`config.mk`:
```
export PLATFORM = sky130hd
export DESIGN_NAME = char_sequencer
export DESIGN_NICKNAME = d
export VERILOG_FILES = /design/src/rtl/char_sequencer.sv
export SDC_FILE = /design/constraint.sdc
export NUM_CORES = 1
export LEC_CHECK = 0
export CORE_MARGIN = 4
export CORE_UTILIZATION = 46
export DETAILED_ROUTE_END_ITERATION = 10
export HOLD_SLACK_MARGIN = 0.15
export PLACE_DENSITY = 0.73
export SYNTH_ARGS = -nofsm -noshare
export SYNTH_HDL_FRONTEND = slang
export SYNTH_SLANG_ARGS = --single-unit
```
`constraint.sdc`:
```
create_clock -name clk_2 -period 2 [get_ports clk_2]
set_clock_uncertainty 0.2 [all_clocks]
set_input_delay 0.4 -clock clk_2 [delete_from_list [all_inputs] [get_ports clk_2]]
set_output_delay 0.4 -clock clk_2 [all_outputs]
set_load 0.01 [all_outputs]
```
`src/rtl/char_sequencer.sv`:
```
// char_sequencer: produces the 6-bit character code (0..LAST_CODE) feeding the
// seven-segment decoder. Steps automatically at a prescaled rate in RUN, or
// once per rising edge of the manual step button in IDLE/HOLD. The direction
// is selectable (up/down), and a direct load is clamped to the valid ring.
//
// All control inputs are plain levels sampled on the rising edge of clk_2;
// there is no valid/ready handshake. load has priority over any advance.
module char_sequencer #(
  parameter int STEP_DIV  = 4,
  parameter int LAST_CODE = 41
) (
  input  logic       clk_2,
  input  logic       reset_n,
  input  logic       run,
  input  logic       dir,
  input  logic       step,
  input  logic       load,
  input  logic [5:0] load_code,
  output logic [5:0] code,
  output logic       wrap,
  output logic [1:0] state
);

  typedef enum logic [1:0] {
    IDLE = 2'd0,
    RUN  = 2'd1,
    HOLD = 2'd2
  } state_t;

  localparam logic [5:0] LAST   = 6'(LAST_CODE);
  localparam logic [7:0] DIV_M1 = 8'(STEP_DIV - 1);

  state_t     cur_state;
  state_t     nxt_state;
  logic [7:0] cnt;
  logic [7:0] cnt_nxt;
  logic       step_q;
  logic [5:0] code_nxt;
  logic       wrap_nxt;
  logic       advance;

  // Next-state, prescaler, step detect and code update for the coming edge.
  always_comb begin
    nxt_state = cur_state;
    cnt_nxt   = 8'd0;
    advance   = 1'b0;
    code_nxt  = code;
    wrap_nxt  = 1'b0;

    case (cur_state)
      IDLE:    if (run) nxt_state = RUN;
      RUN:     if (!run) nxt_state = HOLD;
      HOLD:    if (run) nxt_state = RUN;
      default: nxt_state = IDLE;
    endcase

    // Prescaler only counts while staying in RUN; leaving RUN discards a
    // partially counted interval.
    if (cur_state == RUN && run) begin
      if (cnt == DIV_M1) begin
        advance = 1'b1;
        cnt_nxt = 8'd0;
      end else begin
        cnt_nxt = cnt + 8'd1;
      end
    end

    // Manual step edges are honoured outside RUN only.
    if (cur_state != RUN && step && !step_q) begin
      advance = 1'b1;
    end

    if (load) begin
      code_nxt = (load_code > LAST) ? LAST : load_code;
      cnt_nxt  = 8'd0;
    end else if (advance) begin
      if (!dir) begin
        if (code == LAST) begin
          code_nxt = 6'd0;
          wrap_nxt = 1'b1;
        end else begin
          code_nxt = code + 6'd1;
        end
      end else begin
        if (code == 6'd0) begin
          code_nxt = LAST;
          wrap_nxt = 1'b1;
        end else begin
          code_nxt = code - 6'd1;
        end
      end
    end
  end

  // State and datapath registers with asynchronous clear.
  always_ff @(posedge clk_2 or negedge reset_n) begin
    if (!reset_n) begin
      cur_state <= IDLE;
      cnt       <= 8'd0;
      step_q    <= 1'b0;
      code      <= 6'd0;
      wrap      <= 1'b0;
    end else begin
      cur_state <= nxt_state;
      cnt       <= cnt_nxt;
      step_q    <= step;
      code      <= code_nxt;
      wrap      <= wrap_nxt;
    end
  end

  assign state = cur_state;

endmodule

```
==> results.sh <==
export IMPL_status="completed"
export IMPL_synth_nets=138
export IMPL_p_total_uw=947
export IMPL_vias_per_cell=5.46
export IMPL_post_cts_repair_setup_buffers=0
export IMPL_synth_most_common_cell="dfrtp_1"
export IMPL_synth_seq_cells=18
export IMPL_synth_adder_area_share=0.0549
export IMPL_min_period_over_period=0.991
export IMPL_setup_violations=0
export IMPL_wl_met2_mm=1.20
export IMPL_ioPinCount=21
export IMPL_critPathBufInv=1
export IMPL_grt_max_degree=19
export IMPL_clock_latency_ns=0.31
export IMPL_antenna_found_initial=0
export IMPL_ys_top_cells_by_count="dfrtp_1 (18), nor2_1 (14), nand2_1 (8), nand3_1 (8), xnor2_1 (6)"
export IMPL_placementRows=17
export IMPL_cp_slowest_stage_delay_ns=0.58
export IMPL_drt_met1_wl_mm=1.31
export IMPL_finalMaxSlewViolations=0
export IMPL_max_freq_mhz=504
export IMPL_cp_slowest_cell="clkdlybuf4s50_1"
export IMPL_drtAntennaViolNets=0
export IMPL_ir_drop_mv=0.522
export IMPL_critPathArrivalTime_ns=1.38
export IMPL_rsz0062_at_grt="true"
export IMPL_cts_inserted_buffers=3
export IMPL_routedWlPerCell_um=14.8
export IMPL_yosys_top_cells_area="dfrtp_1 (40%), ha_1 (5.5%), nor2_1 (4.6%)"
export IMPL_synth_edf_count=0
export IMPL_die_x_um=57.8
export IMPL_cp_max_fo=6
export IMPL_clockBufferDepth=2
export IMPL_yosys_area_top_type="dfrtp_1"
export IMPL_placed_cell_area_mm2=0.00148
export IMPL_p_per_area_mw_per_mm2=619
export IMPL_core_area_mm2=0.00228
export IMPL_port_buffers=20
export IMPL_netlist_area_mm2=0.00114
export IMPL_crit_chain="clkdlybuf4s50_1"
export IMPL_hp_class="input port to async pin"
export IMPL_drc=0
export IMPL_drtIter0Drc=25
export IMPL_drive_gt1_frac=0.204
export IMPL_final_area_mm2=0.00153
export IMPL_grt_pass1_wl_mm=4.75
export IMPL_relSlewSlack=0.767
export IMPL_nets=175
export IMPL_grt_pass1_vias=1043
export IMPL_drt_wl_total_mm=2.74
export IMPL_cp_top_family="buffers and inverters"
export IMPL_crit_path_end_kind="primary output"
export IMPL_period_minus_slack_ns=1.98
export IMPL_timing_worst_setup_path_type="flop to primary output"
export IMPL_muxShareOfSynthArea=0.0264
export IMPL_routabilityCongestion=0.861
export IMPL_nFillCells=189
export IMPL_wl_met3_um=192
export IMPL_cts_resized=1
export IMPL_maxCapViolCount=0
export IMPL_grt_usage=0.185
export IMPL_diodes=0
export IMPL_dieArea_mm2=0.00334
export IMPL_synth_top_family_by_area="simple AND/OR/NAND/NOR gates"
export IMPL_worstPathRequired_ns=1.40
export IMPL_cts_tree="done"
export IMPL_async_flop_share=1.00
export IMPL_synth_avg_cell_area_um2=9.41
export IMPL_synth_xor_area_frac=0.0692
export IMPL_synth_top_cell_area_share=0.396
export IMPL_die_h_um=57.8
export IMPL_leakagePower_uw=0.000698
export IMPL_grt_overflow=0
export IMPL_hold_violations=0
export IMPL_yosys_area_share_simple=0.242
export IMPL_hpwl_mm=2.10
export IMPL_clock_sinks=18
export IMPL_dr_pass1_iters=6
export IMPL_synth_cell_types=41
export IMPL_initial_core_util=0.500
export IMPL_cp_start_kind="flop"
export IMPL_root_buffer="clkbuf_4"
export IMPL_dr_max_layer_used="met4"
export IMPL_seq_area_frac_synth=0.396
export IMPL_yosys_warnings=0
export IMPL_syn_to_final_growth_pct=34.5
export IMPL_clkSlewWorstSetupHoldPaths_ns=0.12
export IMPL_tightest_slew_ns=0.341
export IMPL_synth_ff_type="dfrtp_1"
export IMPL_synthCells=121
export IMPL_synth_compound_area_share=0.182
export IMPL_cts_max_level=1
export IMPL_cts_hold_buf=0
export IMPL_routed_via_count=1010
## path summary, 6_finish.rpt
| check | start | end | cells past startpoint | slack (ns) |
|---|---|---|---|---|
| setup / recovery | code[2] | code[2] | 1 | 0.02 |
| hold / removal | reset_n | wrap | 2 | 0.20 |
| setup reg to reg | code[0] | code[4] | 8 | 0.10 |
| hold reg to reg | cnt[0] | cnt[0] | 1 | 0.30 |
| max in group asynchronous | reset_n | code[4] | 2 | 1.17 |
| min in group clk_2 | cnt[0] | cnt[0] | 1 | 0.30 |
## report_power, final
group / internal (uW) / total [uW] / switching (uW)
logic: 156 / 294 / 137
clock network: 111 / 235 / 124
registers: 387 / 418 / 31.8
total: 654 / 947 / 293
## registers in the layout (all words and copies together), names as in the netlist
register,count
cnt,8
code,6
state,2
wrap,1
step_q,1
## through the flow
stage	utilization	worst slack, ns	std cells	hold slack [ns]	TNS [ns]
2_1_floorplan	-	0.00865	121	-0.0956	0
3_3_place_gp	0.648	-0.120	181	0.273	-0.286
3_5_place_dp	0.648	-0.158	181	0.290	-0.432
4_1_cts	0.665	0.00428	185	0.218	0
5_1_grt	0.673	-0.0352	185	0.228	-0.0664
6_report	0.673	0.0178	185	0.205	0
## placed cells by master, fill, tap and decap left out, types with 2 or more instances in the layout
| master | count |
|---|---|
| a22oi_1 | 2 |
| nand4_1 | 2 |
| dfrtp_1 | 15 |
| nand3b_1 | 3 |
| and3_1 | 4 |
| inv_1 | 4 |
| nand3_1 | 8 |
| nand2b_1 | 3 |
| o21ai_0 | 2 |
| o21a_1 | 2 |
| mux2i_1 | 3 |
| xnor2_1 | 6 |
| nor2_1 | 14 |
| ha_1 | 5 |
| a21o_1 | 4 |
| xor2_1 | 3 |
| clkdlybuf4s50_1 | 19 |
| clkbuf_4 | 3 |
| nor2b_1 | 2 |
| buf_4 | 16 |
| dfrtp_2 | 3 |
| nand2_1 | 8 |
## cells by family after synthesis
group	Yosys count
buf+inv	8
mux	3
fa+ha+maj	5
compound gates	26
flops	18
xor+xnor	9
simple gates	52
## cell type report
class | count | area (um^2) | area share
inverter | 4 | 15.0 | 0.00980
sequential | 18 | 454 | 0.297
timing repair buffer | 36 | 323 | 0.211
multi-input combinational | 95 | 668 | 0.436
tap | 28 | 35.0 | 0.0229
clock buffer | 4 | 36.3 | 0.0237
## per-layer routing
layer	up-vias	GRT usage
met2	31	0.287
met5	-	0
met4	0	0.0596
li1	508	-
met1	467	0.244
met3	4	0.0579
Note: power is estimated with default switching activity, not from simulation.
